### src/rtl/regfile_sb.sv
// ============================================================================
// Module   : regfile_sb
// Brief    : Integer register file with write bypass, hardwired-zero r0 and a
//            per-register pending scoreboard with population count.
// Revision : 1.0
// ============================================================================
`default_nettype none

module regfile_sb #(
  parameter  int XLEN    = 32,
  parameter  int NREG    = 32,
  parameter  int NREAD   = 2,
  parameter  int DBG_REG = 2,
  localparam int AW      = $clog2(NREG)
) (
  input  logic                  clk,
  input  logic                  rstn,
  input  logic [NREAD*AW-1:0]   rd_addr,
  output logic [NREAD*XLEN-1:0] rd_data,
  output logic [NREAD-1:0]      rd_busy,
  input  logic                  wr_en,
  input  logic [AW-1:0]         wr_addr,
  input  logic [XLEN-1:0]       wr_data,
  input  logic                  iss_en,
  input  logic [AW-1:0]         iss_addr,
  input  logic                  flush,
  output logic [NREG-1:0]       busy_vec,
  output logic [AW:0]           npend,
  output logic [15:0]           dbg_led
);

  localparam logic [AW-1:0] DBG_IDX = AW'(DBG_REG);

  logic [XLEN-1:0] rf_q [NREG];
  logic [XLEN-1:0] rf_d [NREG];
  logic [NREG-1:0] pend_q, pend_d;
  logic [AW:0]     npend_q, npend_d;
  logic            wr_live, iss_live, cnt_inc, cnt_dec;

  assign wr_live  = wr_en && (wr_addr != '0);
  assign iss_live = iss_en && (iss_addr != '0);

  always_comb begin
    rf_d = rf_q;
    if (wr_live) begin
      rf_d[wr_addr] = wr_data;
    end
  end

  // Issue beats writeback on the same register: the new producer owns it.
  always_comb begin
    pend_d = '0;
    if (!flush) begin
      for (int r = 1; r < NREG; r++) begin
        if (iss_live && (iss_addr == AW'(r))) begin
          pend_d[r] = 1'b1;
        end else if (wr_live && (wr_addr == AW'(r))) begin
          pend_d[r] = 1'b0;
        end else begin
          pend_d[r] = pend_q[r];
        end
      end
    end
  end

  always_comb begin
    cnt_inc = iss_live && !pend_q[iss_addr];
    cnt_dec = wr_live && pend_q[wr_addr] && !(iss_live && (iss_addr == wr_addr));
    if (flush) begin
      npend_d = '0;
    end else begin
      npend_d = npend_q + {{AW{1'b0}}, cnt_inc} - {{AW{1'b0}}, cnt_dec};
    end
  end

  always_ff @(posedge clk or negedge rstn) begin
    if (!rstn) begin
      for (int r = 0; r < NREG; r++) begin
        rf_q[r] <= '0;
      end
      pend_q  <= '0;
      npend_q <= '0;
    end else begin
      for (int r = 0; r < NREG; r++) begin
        rf_q[r] <= rf_d[r];
      end
      pend_q  <= pend_d;
      npend_q <= npend_d;
    end
  end

  generate
    for (genvar i = 0; i < NREAD; i++) begin : g_rd
      logic [AW-1:0] addr;
      logic          wr_hit;
      assign addr   = rd_addr[i*AW +: AW];
      assign wr_hit = wr_en && (wr_addr == addr);
      assign rd_data[i*XLEN +: XLEN] = (addr == '0) ? '0 :
                                       wr_hit       ? wr_data : rf_q[addr];
      assign rd_busy[i] = (addr != '0) && pend_q[addr] && !wr_hit;
    end
  endgenerate

  generate
    if (XLEN >= 16) begin : g_dbg_full
      assign dbg_led = rf_q[DBG_IDX][15:0];
    end else begin : g_dbg_narrow
      assign dbg_led = {{(16-XLEN){1'b0}}, rf_q[DBG_IDX]};
    end
  endgenerate

  assign busy_vec = pend_q;
  assign npend    = npend_q;

endmodule

`default_nettype wire

### config.mk
export PLATFORM = sky130hd
export DESIGN_NAME = regfile_sb
export DESIGN_NICKNAME = d
export VERILOG_FILES = /design/src/rtl/regfile_sb.sv
export SDC_FILE = /design/constraint.sdc
export NUM_CORES = 2
export LEC_CHECK = 0
export ABC_AREA = 1
export CAP_MARGIN = 20
export CELL_PAD_IN_SITES_DETAIL_PLACEMENT = 1
export CELL_PAD_IN_SITES_GLOBAL_PLACEMENT = 1
export CORE_MARGIN = 2
export CORE_UTILIZATION = 46
export DETAILED_ROUTE_END_ITERATION = 7
export HOLD_SLACK_MARGIN = 0.1
export PLACE_DENSITY_LB_ADDON = 0.1
export SLEW_MARGIN = 0
export SYNTH_ARGS = -nofsm -noshare
export SYNTH_HDL_FRONTEND = slang
export SYNTH_SLANG_ARGS = --single-unit
### constraint.sdc
create_clock -name clk -period 3 [get_ports clk]
set_input_delay 0.6 -clock clk [delete_from_list [all_inputs] [get_ports clk]]
set_output_delay 0.6 -clock clk [all_outputs]
set_load 0.005 [all_outputs]
; ---- After elaboration in Yosys (flattened, before gate mapping)
; Index checks and enable logic that the tools add are counted.
[op_classes]
addsub = 2
order_cmp = 8
n_eq_ne = 65
muxes = 85
bitwise = 3
n_reduce_logical = 116
[op_table]
columns = cell, n
row1 = 1024-bit bitwise mux, 1
row2 = 32-bit binary-select mux with 5-bit select, 2
row3 = 32-bit 2-to-1 mux, 9
row4 = 32-bit demux with 5-bit select, 1
row5 = 5-bit == test (second input constant), 32
row6 = 3-bit nonzero test, 31
row7 = 5-bit by 4-bit == test with 1-bit output (second input constant), 16
row8 = 1-bit logical AND, 75
row9 = 1-bit 2-to-1 mux, 66
row10 = 5-bit by 3-bit == test with 1-bit output (second input constant), 8
row11 = 31-bit 2-to-1 mux, 1
row12 = 5-bit by 6-bit < comparator with 1-bit output (second input constant), 4
row13 = 1-bit binary-select mux with 5-bit select, 4
row14 = 5-bit by 2-bit == test with 1-bit output (second input constant), 4
row15 = 5-bit nonzero test, 4
row16 = 6-bit greater-or-equal comparator (second input constant), 3
row17 = 5-bit inverter with 6-bit output, 3
row18 = 5-bit == test, 3
row19 = 5-bit by 1-bit == test with 1-bit output (second input constant), 2
row20 = 5-bit zero test, 2
row21 = 6-bit by 1-bit adder with 6-bit output, 1
row22 = 6-bit by 1-bit < comparator with 1-bit output (second input constant), 1
row23 = 6-bit 2-to-1 mux, 1
row24 = 6-bit by 1-bit subtractor with 6-bit output, 1
row25 = 1-bit zero test, 4
[totals]
register_bits = 1061
in_bits = 57
elab_cells = 343

; ---- Longest topological paths before layout
[depth]
ltp_word = 7
depth_mapped = 21
depth_no_buf = 20

; ---- Worst setup path before layout
; OpenSTA, ideal clock, no wires.
[synth_path]
kind = input to register
start = input port iss_addr[4]
end = register npend_q[4], in the netlist npend[4]
setup_ns = 0.123
arrival_time_ns = 2.806
setup_slack_ns = 0.071
cell_stages = 18
path_buffers = 1
cell_sequence = buf_2 clkinv_1 nand2_1 nand2_1 inv_2 a31oi_1 nand2_1 nor2_1 ha_1 inv_1 ha_1 fa_1 nand2_1 inv_1 o21ai_0 nand2_1 o21ai_0 a21oi_1
[synth_via]
elab_chain_cells = 7
elab_cells_between_ends = 13
classes_between = 2 x add/sub / 1 x eq/ne / 3 x mux / 7 x reduce/logical
[synth_rtl]
columns = element, line_no
row1 = "start, declared", 25  ; input logic [AW-1:0] iss_addr,
row2 = 1-bit binary-select mux with 5-bit select or 5-bit nonzero test (tied branches), "67, 41"
row3 = 1-bit 2-to-1 mux (implied by the code) or 1-bit logical AND (tied branches), "67, 41"
row4 = 1-bit zero test or 1-bit logical AND (tied branches), "67, 68"
row5 = 1-bit logical AND or 1-bit zero test (tied branches), "67, 68"
row6 = 6-bit by 1-bit adder with 6-bit output or 1-bit logical AND (tied branches), "72, 68"
row7 = 6-bit by 1-bit subtractor with 6-bit output *, 72  ; npend_d = npend_q + {{AW{1'b0}}, cnt_inc} - {{AW{1'b0}}, cnt_dec};
row8 = 6-bit 2-to-1 mux *, 69  ; if (flush) begin
row9 = named net npend_d[4], 37  ; logic [AW:0] npend_q, npend_d;
row10 = "end signal, assigned", 88  ; npend_q <= npend_d;
row11 = "end, declared", 37
; Mark *: on every way through the listed nets, which the timed path passes. The rest lies on a longest branch. The select of a mux whose other input is x is not followed.
; A chain may end at the register's enable or synchronous reset.

; ---- Final worst setup path
[layout_path]
start = input port rd_addr[0]
end = output port rd_data[3]
[layout_via]
elab_chain_cells = 6
elab_cells_between_ends = 9
classes_between = 1 x eq/ne / 5 x mux / 1 x bitwise / 2 x reduce/logical
[layout_rtl]
columns = element, line_no
row1 = "start, declared", 18  ; input logic [NREAD*AW-1:0] rd_addr,
row2 = 5-bit inverter with 6-bit output (implied by the code), 99  ; wr_hit ? wr_data : rf_q[addr];
row3 = 32-bit binary-select mux with 5-bit select, 99
row4 = 32-bit 2-to-1 mux (implied by the code) (2 in series), 99
row5 = 32-bit 2-to-1 mux, 99
row6 = 32-bit 2-to-1 mux *, 98  ; assign rd_data[i*XLEN +: XLEN] = (addr == '0) ? '0 :
row7 = "end, declared", 19  ; output logic [NREAD*XLEN-1:0] rd_data,
; Every way passes the cells marked *; elsewhere a longest branch is shown, timed or not. The select of a mux whose other input is x is not followed.

==> results_dict.tcl <==
set metrics [dict create \
    outcome "finished with violations" \
    failing_checks "negative setup slack" \
    worst-setup-path-type "input pin to output port" \
    critical_path_arrival_ns 2.49 \
    utilization 0.5848 \
    slowest_cell_on_crit_path "bufbuf_16" \
    synth_seq_cells 1061 \
    detail-route-antenna-nets 0 \
    reg2reg_setup_slack_ns 0.15 \
    coreArea_um2 129500 \
    grt_pass1_wl_um 447400 \
    yosys_warnings 0 \
    most_common_cell_on_crit_path "nand2_1" \
    clock_path_buffers 3 \
    post_drt_via_cell_ratio 6.278 \
    root_buffer "clkbuf_16" \
    place.gp.congestion 0.9541 \
    cell_accounting_for_the_most_synthesized_area "dfrtp_1" \
    cap_viol_max_count 0 \
    worst_skew_late_latency_ns 0.79 \
    holdCritPathClass "input pin to async pin" \
    path_clk_slew_ns 0.06 \
    cts_tree "done" \
    post_synth_instance_area_um2 59930 \
    post-route-worst-setup-slack_ns -0.08800 \
    wl_met3_um 31460 \
    timing.final.hold_violations 0 \
    p_leak_nw 35.87 \
    htreeDepth 4 \
    top_layer_used "met5" \
    final_nets 8911 \
    io_buffer_count 175 \
    post_synth_main_area_contributors "dfrtp_1 (44%), nand2_1 (17%), o21ai_0 (10%)" \
    crit_chain "buf_16, buf_12, buf_12, buf_16, bufbuf_16, o21ai_2, nand3_1, nand2_1, nand2_1, nand2_2, inv_1, nand3_1, nand2_1, dlygate4sd2_1" \
    boundaryPins 177 \
    finalSetupViolations 6 \
    regToRegStartpoint "busy_vec[13]" \
    syn-num-nets 8568 \
    syn-instance-count 8504 \
    synth_seq_area_share 0.4430 \
    worst_ir_drop_vdd_v 0.0006383 \
    numClockSinks 1061 \
    placed_cell_area_um2 68970 \
    stdcell_count 10690 \
    synth.top_cell.area_share 0.4430 \
    global_route.overflow_total 0 \
    post-route-drc-count 0 \
    wirelength_met1_um 117300 \
    timing.critical_path.to_type "output port" \
    start_util 0.4628 \
    worst_slew_margin_rel 0.4836 \
    final.setup_skew_ns 0.02226 \
    critPathMaxStageDelay_ns 0.29 \
    wirelength_um 307000 \
    initialDrtViolationCount 8368 \
    grt_setup_unrepaired "yes" \
    finish.instance_area_um2 75730 \
    cp-startpoint "rd_addr[0]" \
    die_w_um 364.9 \
    placement_rows 132 \
    period_needed_ns 3.088 \
    routedWlPerCell_um 28.72 \
    tightest_slew_ns 0.7717 \
    cts_inserted_buffers 130 \
    crit-reg2reg-capture "npend[4]" \
    final-max-slew-violation-count 0 \
    vias_in_the_first_global_route 68380 \
    antenna_violations_before_repair 8 \
    final_layout_size_suffix_gt1_frac 0.1488 \
    met2_length_um 134100 \
    power.density_cell_area_nw_per_um2 602.1 \
    cp_data_required_time_ns 2.40 \
    dieArea_um2 133200 \
    final_cycle_utilization_of_the_critical_path 1.029 \
    achievable-frequency_ghz 0.3238 \
    all_layer_gr_usage 0.4523 \
    synthesis.area_per_instance_um2 7.047 \
    grt_max_degree 93 \
    whs_ns 0.3433 \
    worstPathMaxFanout 13 \
    synthDistinctLibCells 32 \
    startpoint_type "input pin" \
    rr_worst_depth 16 \
    dp.final_hpwl_um 197100 \
    dieHeight_um 364.9 \
    post_placement_setup_slack_ns -1.160 \
    via_count 67110 \
    drt_pre_antenna_iters 6 \
    syn_to_final_growth_pct 26.37 \
    dpl.cell_count 10350 \
]
report_power, final:
part	internal, mW	leakage (nW)	switching, mW
logic	3.89	19.9	6.38
clock network	9.54	2.13	6.92
registers	16.8	13.8	2.02
total	30.3	35.9	15.3
metal layers:
metal | vias to the layer above | GRT usage
met1 | 33590 | 0.5713
li1 | 28580 | -
met2 | 3756 | 0.6882
met3 | 1189 | 0.1058
met5 | - | 0
met4 | 4 | 0.3092
metrics by stage:
| step | TNS (ns) | power [mW] |
|---|---|---|
| after global routing | -0.6664 | 47.53 |
| after floorplan | 0 | 23.95 |
| after CTS | -0.1413 | 45.10 |
| after detailed placement | -78.85 | 28.41 |
| final | -0.2627 | 45.59 |
| after global placement | -79.55 | 27.81 |
cell families (layout without fill, tap and decap cells):
logic type	after synthesis	in the layout	synth area share
and+or+nand+nor	3973	3973	0.2698
AOI/OAI and AO/OA	2043	2043	0.1886
buffers and inverters	1414	1855	0.09615
DFF	1061	1061	0.4430
adders and majority gates	7	7	0.001587
xor gates and xnor gates	5	5	0.0007307
other	1	4	0.00006258
synth_stat cells:
cell and n:
buf_6 1, a22o_1 1, clkinv_1 3, nor2_2 6, ha_1 6, nor2_4 1
or2_2 9, nor2_1 363, nand4_1 68, xor2_1 5, clkbuf_1 451, o22ai_1 9
buf_1 68, inv_1 607, o211ai_1 382, nand2_1 2715, dfrtp_1 1061, fa_1 1
nor3_1 4, conb_1 1, o21ai_1 54, a31oi_1 2, buf_4 40, o21ai_0 1199
o21a_1 1, buf_2 237, nand3_1 796, a32oi_1 3, nand3b_1 11, a22oi_1 36
inv_2 7, a21oi_1 356
layout by cell type (no fill, tap or decap), drive strengths merged, types with 10 or more instances in the layout:
cell | netlist | routed
a21oi | 356 | 356
a22oi | 36 | 36
buf | 346 | 864
clkbuf | 451 | 213
clkdlybuf4s15 | 0 | 10
clkdlybuf4s50 | 0 | 90
clkinv | 3 | 22
dfrtp | 1061 | 1061
dlygate4sd2 | 0 | 15
inv | 614 | 620
nand2 | 2715 | 2715
nand3 | 796 | 796
nand3b | 11 | 11
nand4 | 68 | 68
nor2 | 370 | 370
o211ai | 382 | 382
o21ai | 1253 | 1253
worst max-delay path by stage:
| stage | to | slack [ns] | cells past startpoint |
|---|---|---|---|
| finish | rd_data[3] | -0.09 | 14 |
| global route | rd_data[3] | -0.11 | 14 |
| CTS | rd_data[31] | -0.03 | 13 |
| detailed placement | rd_data[31] | -1.16 | 11 |
| global placement | rd_data[31] | -1.18 | 12 |
| floorplan | npend[4] | 0.07 | 18 |
critical path: cells and delay by family:
kind,cells,cell delay (ns)
AO/OA/AOI/OAI,1,0.12
buffers and inverters,7,1.21
AND/OR/NAND/NOR,6,0.52
area by class of cell:
class | instances | area, um^2
fill | 16020 | 53760
multi-input combinational | 6029 | 28590
sequential | 1061 | 26560
timing repair buffer | 1008 | 11580
clock buffer | 192 | 3799
inverter | 617 | 2437
tap | 1742 | 2180
clock inverter | 38 | 574.3
antenna | 3 | 7.507
state kept, by name (all words and copies together) (netlist names):
| register | flops |
|---|---|
| npend | 6 |
| busy_vec | 31 |
| rf_q | 1008 |
| dbg_led | 16 |
what timing repair did:
action | CTS | global route
pin swaps | 49 | 67
hold endpoints to repair | 42 | 0
setup buffers | 63 | 28
cloned | 13 | 9
resized for setup | 383 | 199
hold buffers | 1 | 0
endpoints found under the setup margin | 67 | 64
Power figures use the tool's default switching activity.
